--- config.mk ---
export PLATFORM = sky130hd
export DESIGN_NAME = vga_avalon_fill
export DESIGN_NICKNAME = d
export VERILOG_FILES = /design/src/rtl/vga_avalon_fill.sv
export SDC_FILE = /design/constraint.sdc
export NUM_CORES = 1
export LEC_CHECK = 0
export BUFFER_PORTS_ARGS = -buffer_cell sky130_fd_sc_hd__buf_2
export CORE_MARGIN = 3
export CORE_UTILIZATION = 64
export CTS_CLUSTER_SIZE = 28
export DETAILED_ROUTE_END_ITERATION = 8
export HOLD_SLACK_MARGIN = 0.08
export PLACE_DENSITY = 0.86
export SLEW_MARGIN = 0
export SYNTH_ARGS = -nofsm -noshare
export SYNTH_HDL_FRONTEND = slang
export SYNTH_SLANG_ARGS = --single-unit
--- constraint.sdc ---
create_clock -name clk -period 12 [get_ports clk]
set_input_delay 3 -clock clk [delete_from_list [all_inputs] [get_ports clk]]
set_output_delay 3 -clock clk [all_outputs]
set_load 0.01 [all_outputs]
--- src/rtl/vga_avalon_fill.sv ---
// Avalon-MM slave that queues single-pixel plots and generates clipped rectangle
// fills, streaming one registered pixel per cycle to a VGA adapter.
module vga_avalon_fill #(
    parameter int unsigned H_RES        = 160,
    parameter int unsigned V_RES        = 120,
    parameter int unsigned X_WIDTH      = 8,
    parameter int unsigned Y_WIDTH      = 7,
    parameter int unsigned COLOUR_WIDTH = 3,
    parameter int unsigned FIFO_DEPTH   = 4
) (
    input  logic                    clk,
    input  logic                    reset,
    input  logic [3:0]              address,
    input  logic                    write,
    input  logic                    read,
    input  logic [31:0]             writedata,
    output logic [31:0]             readdata,
    output logic                    waitrequest,
    output logic [X_WIDTH-1:0]      plot_x,
    output logic [Y_WIDTH-1:0]      plot_y,
    output logic [COLOUR_WIDTH-1:0] plot_colour,
    output logic                    plot
);

    localparam int unsigned PTR_W = $clog2(FIFO_DEPTH);
    localparam int unsigned CNT_W = PTR_W + 1;
    localparam int unsigned XE_W  = X_WIDTH + 1;
    localparam int unsigned YE_W  = Y_WIDTH + 1;
    localparam logic [XE_W-1:0] H_LIM = XE_W'(H_RES);
    localparam logic [YE_W-1:0] V_LIM = YE_W'(V_RES);

    typedef struct packed {
        logic [X_WIDTH-1:0]      x;
        logic [Y_WIDTH-1:0]      y;
        logic [COLOUR_WIDTH-1:0] c;
    } pix_t;

    typedef enum logic {IDLE, FILL} state_t;

    state_t                  state_q, state_d;
    pix_t                    mem_q [FIFO_DEPTH];
    pix_t                    mem_d [FIFO_DEPTH];
    logic [PTR_W-1:0]        wr_ptr_q, wr_ptr_d, rd_ptr_q, rd_ptr_d;
    logic [CNT_W-1:0]        cnt_q, cnt_d;
    logic [7:0]              drop_q, drop_d;
    logic [X_WIDTH-1:0]      x0_q, x0_d, cur_x_q, cur_x_d, x_start_q, x_start_d;
    logic [Y_WIDTH-1:0]      y0_q, y0_d, cur_y_q, cur_y_d;
    logic [XE_W-1:0]         x_end_q, x_end_d;
    logic [YE_W-1:0]         y_end_q, y_end_d;
    logic [COLOUR_WIDTH-1:0] fill_c_q, fill_c_d;
    logic                    plot_q, plot_d;
    logic [X_WIDTH-1:0]      plot_x_q, plot_x_d;
    logic [Y_WIDTH-1:0]      plot_y_q, plot_y_d;
    logic [COLOUR_WIDTH-1:0] plot_c_q, plot_c_d;

    logic [X_WIDTH-1:0]      wr_x;
    logic [Y_WIDTH-1:0]      wr_y;
    logic [COLOUR_WIDTH-1:0] wr_c;
    logic                    fifo_full, fifo_empty, is_plot, is_fill, wait_c;
    logic                    accept, in_range, push, pop, start, busy;
    logic [X_WIDTH-1:0]      fx0;
    logic [Y_WIDTH-1:0]      fy0;
    logic [XE_W-1:0]         fxe, sum_x;
    logic [YE_W-1:0]         fye, sum_y;
    logic                    unused_in;

    assign wr_x      = writedata[8 +: X_WIDTH];
    assign wr_y      = writedata[0 +: Y_WIDTH];
    assign wr_c      = writedata[16 +: COLOUR_WIDTH];
    assign unused_in = ^{read, writedata};

    // Command decode, FIFO bookkeeping, fill walker and pixel output selection
    always_comb begin
        state_d   = state_q;
        mem_d     = mem_q;
        wr_ptr_d  = wr_ptr_q;
        rd_ptr_d  = rd_ptr_q;
        drop_d    = drop_q;
        x0_d      = x0_q;
        y0_d      = y0_q;
        cur_x_d   = cur_x_q;
        cur_y_d   = cur_y_q;
        x_start_d = x_start_q;
        x_end_d   = x_end_q;
        y_end_d   = y_end_q;
        fill_c_d  = fill_c_q;
        plot_d    = 1'b0;
        plot_x_d  = plot_x_q;
        plot_y_d  = plot_y_q;
        plot_c_d  = plot_c_q;

        fifo_full  = (cnt_q == CNT_W'(FIFO_DEPTH));
        fifo_empty = (cnt_q == '0);
        is_plot    = write && (address == 4'd0);
        is_fill    = write && ((address == 4'd2) || (address == 4'd3));
        wait_c     = !reset && ((is_plot && fifo_full) ||
                                (is_fill && ((state_q == FILL) || !fifo_empty)));
        accept     = write && !wait_c;
        in_range   = ({1'b0, wr_x} < H_LIM) && ({1'b0, wr_y} < V_LIM);
        push       = accept && is_plot && in_range;
        pop        = (state_q == IDLE) && !fifo_empty;

        // Clip against the screen at one extra bit so x0+w cannot wrap
        sum_x = {1'b0, x0_q} + {1'b0, wr_x};
        sum_y = {1'b0, y0_q} + {1'b0, wr_y};
        if (address == 4'd3) begin
            fx0 = '0;
            fy0 = '0;
            fxe = H_LIM;
            fye = V_LIM;
        end else begin
            fx0 = x0_q;
            fy0 = y0_q;
            fxe = (sum_x < H_LIM) ? sum_x : H_LIM;
            fye = (sum_y < V_LIM) ? sum_y : V_LIM;
        end
        start = accept && is_fill && ({1'b0, fx0} < fxe) && ({1'b0, fy0} < fye);

        if (state_q == FILL) begin
            plot_d   = 1'b1;
            plot_x_d = cur_x_q;
            plot_y_d = cur_y_q;
            plot_c_d = fill_c_q;
            if (({1'b0, cur_x_q} + XE_W'(1)) == x_end_q) begin
                cur_x_d = x_start_q;
                cur_y_d = cur_y_q + Y_WIDTH'(1);
                if (({1'b0, cur_y_q} + YE_W'(1)) == y_end_q) begin
                    state_d = IDLE;
                end
            end else begin
                cur_x_d = cur_x_q + X_WIDTH'(1);
            end
        end else if (pop) begin
            plot_d   = 1'b1;
            plot_x_d = mem_q[rd_ptr_q].x;
            plot_y_d = mem_q[rd_ptr_q].y;
            plot_c_d = mem_q[rd_ptr_q].c;
            rd_ptr_d = rd_ptr_q + PTR_W'(1);
        end

        if (start) begin
            state_d   = FILL;
            cur_x_d   = fx0;
            cur_y_d   = fy0;
            x_start_d = fx0;
            x_end_d   = fxe;
            y_end_d   = fye;
            fill_c_d  = wr_c;
        end

        if (push) begin
            mem_d[wr_ptr_q] = '{x: wr_x, y: wr_y, c: wr_c};
            wr_ptr_d        = wr_ptr_q + PTR_W'(1);
        end
        cnt_d = cnt_q + CNT_W'(push) - CNT_W'(pop);

        if (accept && (address == 4'd1)) begin
            x0_d = wr_x;
            y0_d = wr_y;
        end

        // Clear wins over a same-cycle drop
        if (accept && (address == 4'd4)) begin
            drop_d = '0;
        end else if (accept && is_plot && !in_range && (drop_q != 8'hFF)) begin
            drop_d = drop_q + 8'd1;
        end
    end

    assign busy = (state_q == FILL) || (cnt_q != '0);

    always_comb begin
        readdata = '0;
        if (address == 4'd4) begin
            readdata = {16'b0, drop_q, 3'b0, 4'(cnt_q), busy};
        end
    end

    assign waitrequest = wait_c;
    assign plot        = plot_q;
    assign plot_x      = plot_x_q;
    assign plot_y      = plot_y_q;
    assign plot_colour = plot_c_q;

    always_ff @(posedge clk) begin
        if (reset) begin
            state_q   <= IDLE;
            wr_ptr_q  <= '0;
            rd_ptr_q  <= '0;
            cnt_q     <= '0;
            drop_q    <= '0;
            x0_q      <= '0;
            y0_q      <= '0;
            cur_x_q   <= '0;
            cur_y_q   <= '0;
            x_start_q <= '0;
            x_end_q   <= '0;
            y_end_q   <= '0;
            fill_c_q  <= '0;
            plot_q    <= 1'b0;
            plot_x_q  <= '0;
            plot_y_q  <= '0;
            plot_c_q  <= '0;
        end else begin
            state_q   <= state_d;
            wr_ptr_q  <= wr_ptr_d;
            rd_ptr_q  <= rd_ptr_d;
            cnt_q     <= cnt_d;
            drop_q    <= drop_d;
            x0_q      <= x0_d;
            y0_q      <= y0_d;
            cur_x_q   <= cur_x_d;
            cur_y_q   <= cur_y_d;
            x_start_q <= x_start_d;
            x_end_q   <= x_end_d;
            y_end_q   <= y_end_d;
            fill_c_q  <= fill_c_d;
            plot_q    <= plot_d;
            plot_x_q  <= plot_x_d;
            plot_y_q  <= plot_y_d;
            plot_c_q  <= plot_c_d;
        end
    end

    // FIFO storage needs no reset; the pointers define validity
    always_ff @(posedge clk) begin
        mem_q <= mem_d;
    end

endmodule
==> qor.yml <==
path_cells: "buf_2, ha_1, inv_1, fa_1, nor2b_1, o31ai_2, nand3b_1, a311o_1, a21oi_1, nand2_1, ha_1, a21o_1, a21o_1, a21oi_1, nor2_1, or4_1, a211oi_4, buf_4, mux2_2"
p_total_mw: 1.562
clock_latency_ps: 440
final_hold_viol_count: 0
max_stage_delay_ps: 730
synthCells: 859
vdd_ir_drop_max_mv: 0.2367
yosysTopAreaCellShare: 0.2433
drt-total-wl_um: 21040
io_buffers: 56
diodes: 0
path_clk_slew_ps: 70
start_util: 0.6630
worst-path-max-fanout: 15
area_growth_pct: 9.773
slowest_stage: "a211oi_4"
wl_per_cell_um: 19.42
skew_ps: 15.30
synth.avg_cell_area_um2: 10.34
hold_class: "flop to flop"
synth_enable_flop_cells: 72
gr-usage-all-layers: 0.2933
drv_cap: 0
dr_total_vias: 6797
synth_flop_cell: "dfxtp_1"
root_buffer: "clkbuf_16"
cts_made_buffers: 17
finish.instance_area_um2: 9753
die-area_um2: 15330
cts_resized: 0
yosysWarnings: 0
core_um2: 13400
die_y_um: 123.8
grt_overflow: 0
rows: 42
syn_area_um2: 8885
setup_tns_ps: 0
critical-path-top-delay-family: "compound AO/OA/AOI/OAI gates"
p_per_area_nw_per_um2: 160.2
antenna_found_initial: 0
finalCritPeriodShare: 0.6686
gp_congestion: 0.8355
cts_tree: "yes"
cts_hold_buf: 0
startpoint_type: "input pin"
viasPerCell: 6.276
drive_above_1_share: 0.1444
timing.fmax_mhz: 124.6
async_flop_share: 0
path_class: "input pin to flop"
grt_first_pass_wirelength_um: 34480
clock_path_buffers: 2
drc: 0
die_w_um: 123.8
status: "finished, final reports clean"
drt_iter0_drc: 733
yosys_register_bits: 165
end_kind: "flop"
relSlewSlack: 0.2640
crit_arrival_ps: 8350
grt_max_degree: 105
hpwl_um: 13990
crit_required_ps: 12320
critical_path_buf_inv_count: 3
ant_nets: 0
synthTopCellsByArea: "edfxtp_1 24%, dfxtp_1 21%, ha_1 5.2%"
slew_violations: 0
cts_setup_buffers: 0
num_io_pins: 92
dpl-instance-area_um2: 9184
setup_ws_ps: 3977
tightest_slew_ps: 1102
layout.nets: 974
clock-sinks: 165
finalCriticalPeriod_ps: 8023
grt_pass1_vias: 6697
synth_top_cells_by_count: "93 x dfxtp_1, 85 x nor2_1, 72 x edfxtp_1"
hold_slack_ps: 484.0
rsz0062_at_grt: "no"
yosys.area.top_type: "edfxtp_1"
ctsHtreeMaxLevel: 4
setup_viol_count_final: 0
yosysSeqAreaShare: 0.4529
dp_slack_ps: 3648
dr.pass1.iters: 6
ys_types: 64
synth.most_common_cell: "dfxtp_1"
leakage_nw: 3.710
path summary, 6_finish.rpt:
kind / from / endpoint / slack [ps] / depth (start not counted)
max: writedata[8] / x_end_q[5] / 3980 / 19
min reg2reg: x0_q[7] / x0_q[7] / 480 / 2
min: x0_q[7] / x0_q[7] / 480 / 2
max reg2reg: x0_q[0] / x_end_q[5] / 6230 / 18
layout make-up:
type	instances	area (um2)
inverter	22	82.58
clock inverter	15	143.9
clock buffer	17	425.4
sequential	165	4025
timing repair buffer	66	357.8
multi-input combinational	622	4498
fill	884	3647
tap	176	220.2
where the power goes:
group | total, mW | internal (mW) | leakage [nW] | switching (mW)
Clock | 0.535 | 0.291 | 0.274 | 0.243
Sequential | 0.673 | 0.624 | 1.40 | 0.0490
Combinational | 0.355 | 0.166 | 2.03 | 0.189
worst reg2reg max path, delay by kind of cell (launching register included):
family / cells / cell delay [ps]
simple gates: 4 / 1150
compound gates: 8 / 2250
mux: 1 / 370
fa+ha+maj: 3 / 990
buf+inv: 2 / 470
flops: 1 / 440
through the flow:
step / instances / utilization
6_report: 1083 / 0.7278
2_1_floorplan: 878 / -
5_1_grt: 1083 / 0.7278
4_1_cts: 1083 / 0.7278
3_5_place_dp: 1051 / 0.6853
3_3_place_gp: 1051 / 0.6853
metal layers:
layer,up-vias,routed length (um),track usage
li1,3152,-,-
met4,0,899,0.1349
met3,72,1381,0.04995
met2,314,10370,0.4988
met5,-,0,0
met1,3259,8380,0.3657
flip-flops by register name (all words and copies together) (netlist names):
name and count:
state_q 1, plot_colour 3, x_end_q 9, x0_q 8
plot 1, drop_q 8, x_start_q 8, plot_y 7
y0_q 7, fill_c_q 3, wr_ptr_q 2, cnt_q 3
mem_q 72, cur_y_q 7, cur_x_q 8, y_end_q 8
rd_ptr_q 2, plot_x 8
cell usage in the layout, fill, tap and decap left out, types with 5 or more instances in the layout:
cell / instances
a211oi_1: 18
ha_1: 37
xor2_1: 22
a31oi_1: 8
nor2_1: 85
inv_1: 22
nor3_1: 9
edfxtp_1: 72
nand4_1: 13
mux2i_1: 39
inv_6: 5
dfxtp_1: 92
nand3b_1: 8
a311oi_1: 6
buf_2: 55
xnor2_1: 23
o21ai_0: 10
nor3b_1: 9
a22oi_1: 7
clkbuf_16: 17
nand2b_1: 33
mux4_2: 18
nor2b_1: 21
mux2_2: 5
a21oi_1: 43
nand2_1: 49
and2_1: 29
buf_4: 11
conb_1: 20
or3_1: 6
a2111oi_0: 15
a21o_1: 10
nand3_1: 21
cell families (layout without fill, tap and decap cells):
group                    after synthesis  after routing  share of synthesized area
adder cells (fa/ha/maj)               40             40                    0.05886
XOR/XNOR                              45             45                    0.04436
buffers and inverters                 91            120                    0.04943
AND/OR/NAND/NOR                      308            308                     0.1819
other                                  1             20                  0.0004221
flip-flops                           165            165                     0.4529
multiplexers                          64             64                    0.09844
AO/OA/AOI/OAI                        145            145                     0.1136
No activity file was read; power rests on OpenSTA's default activity.
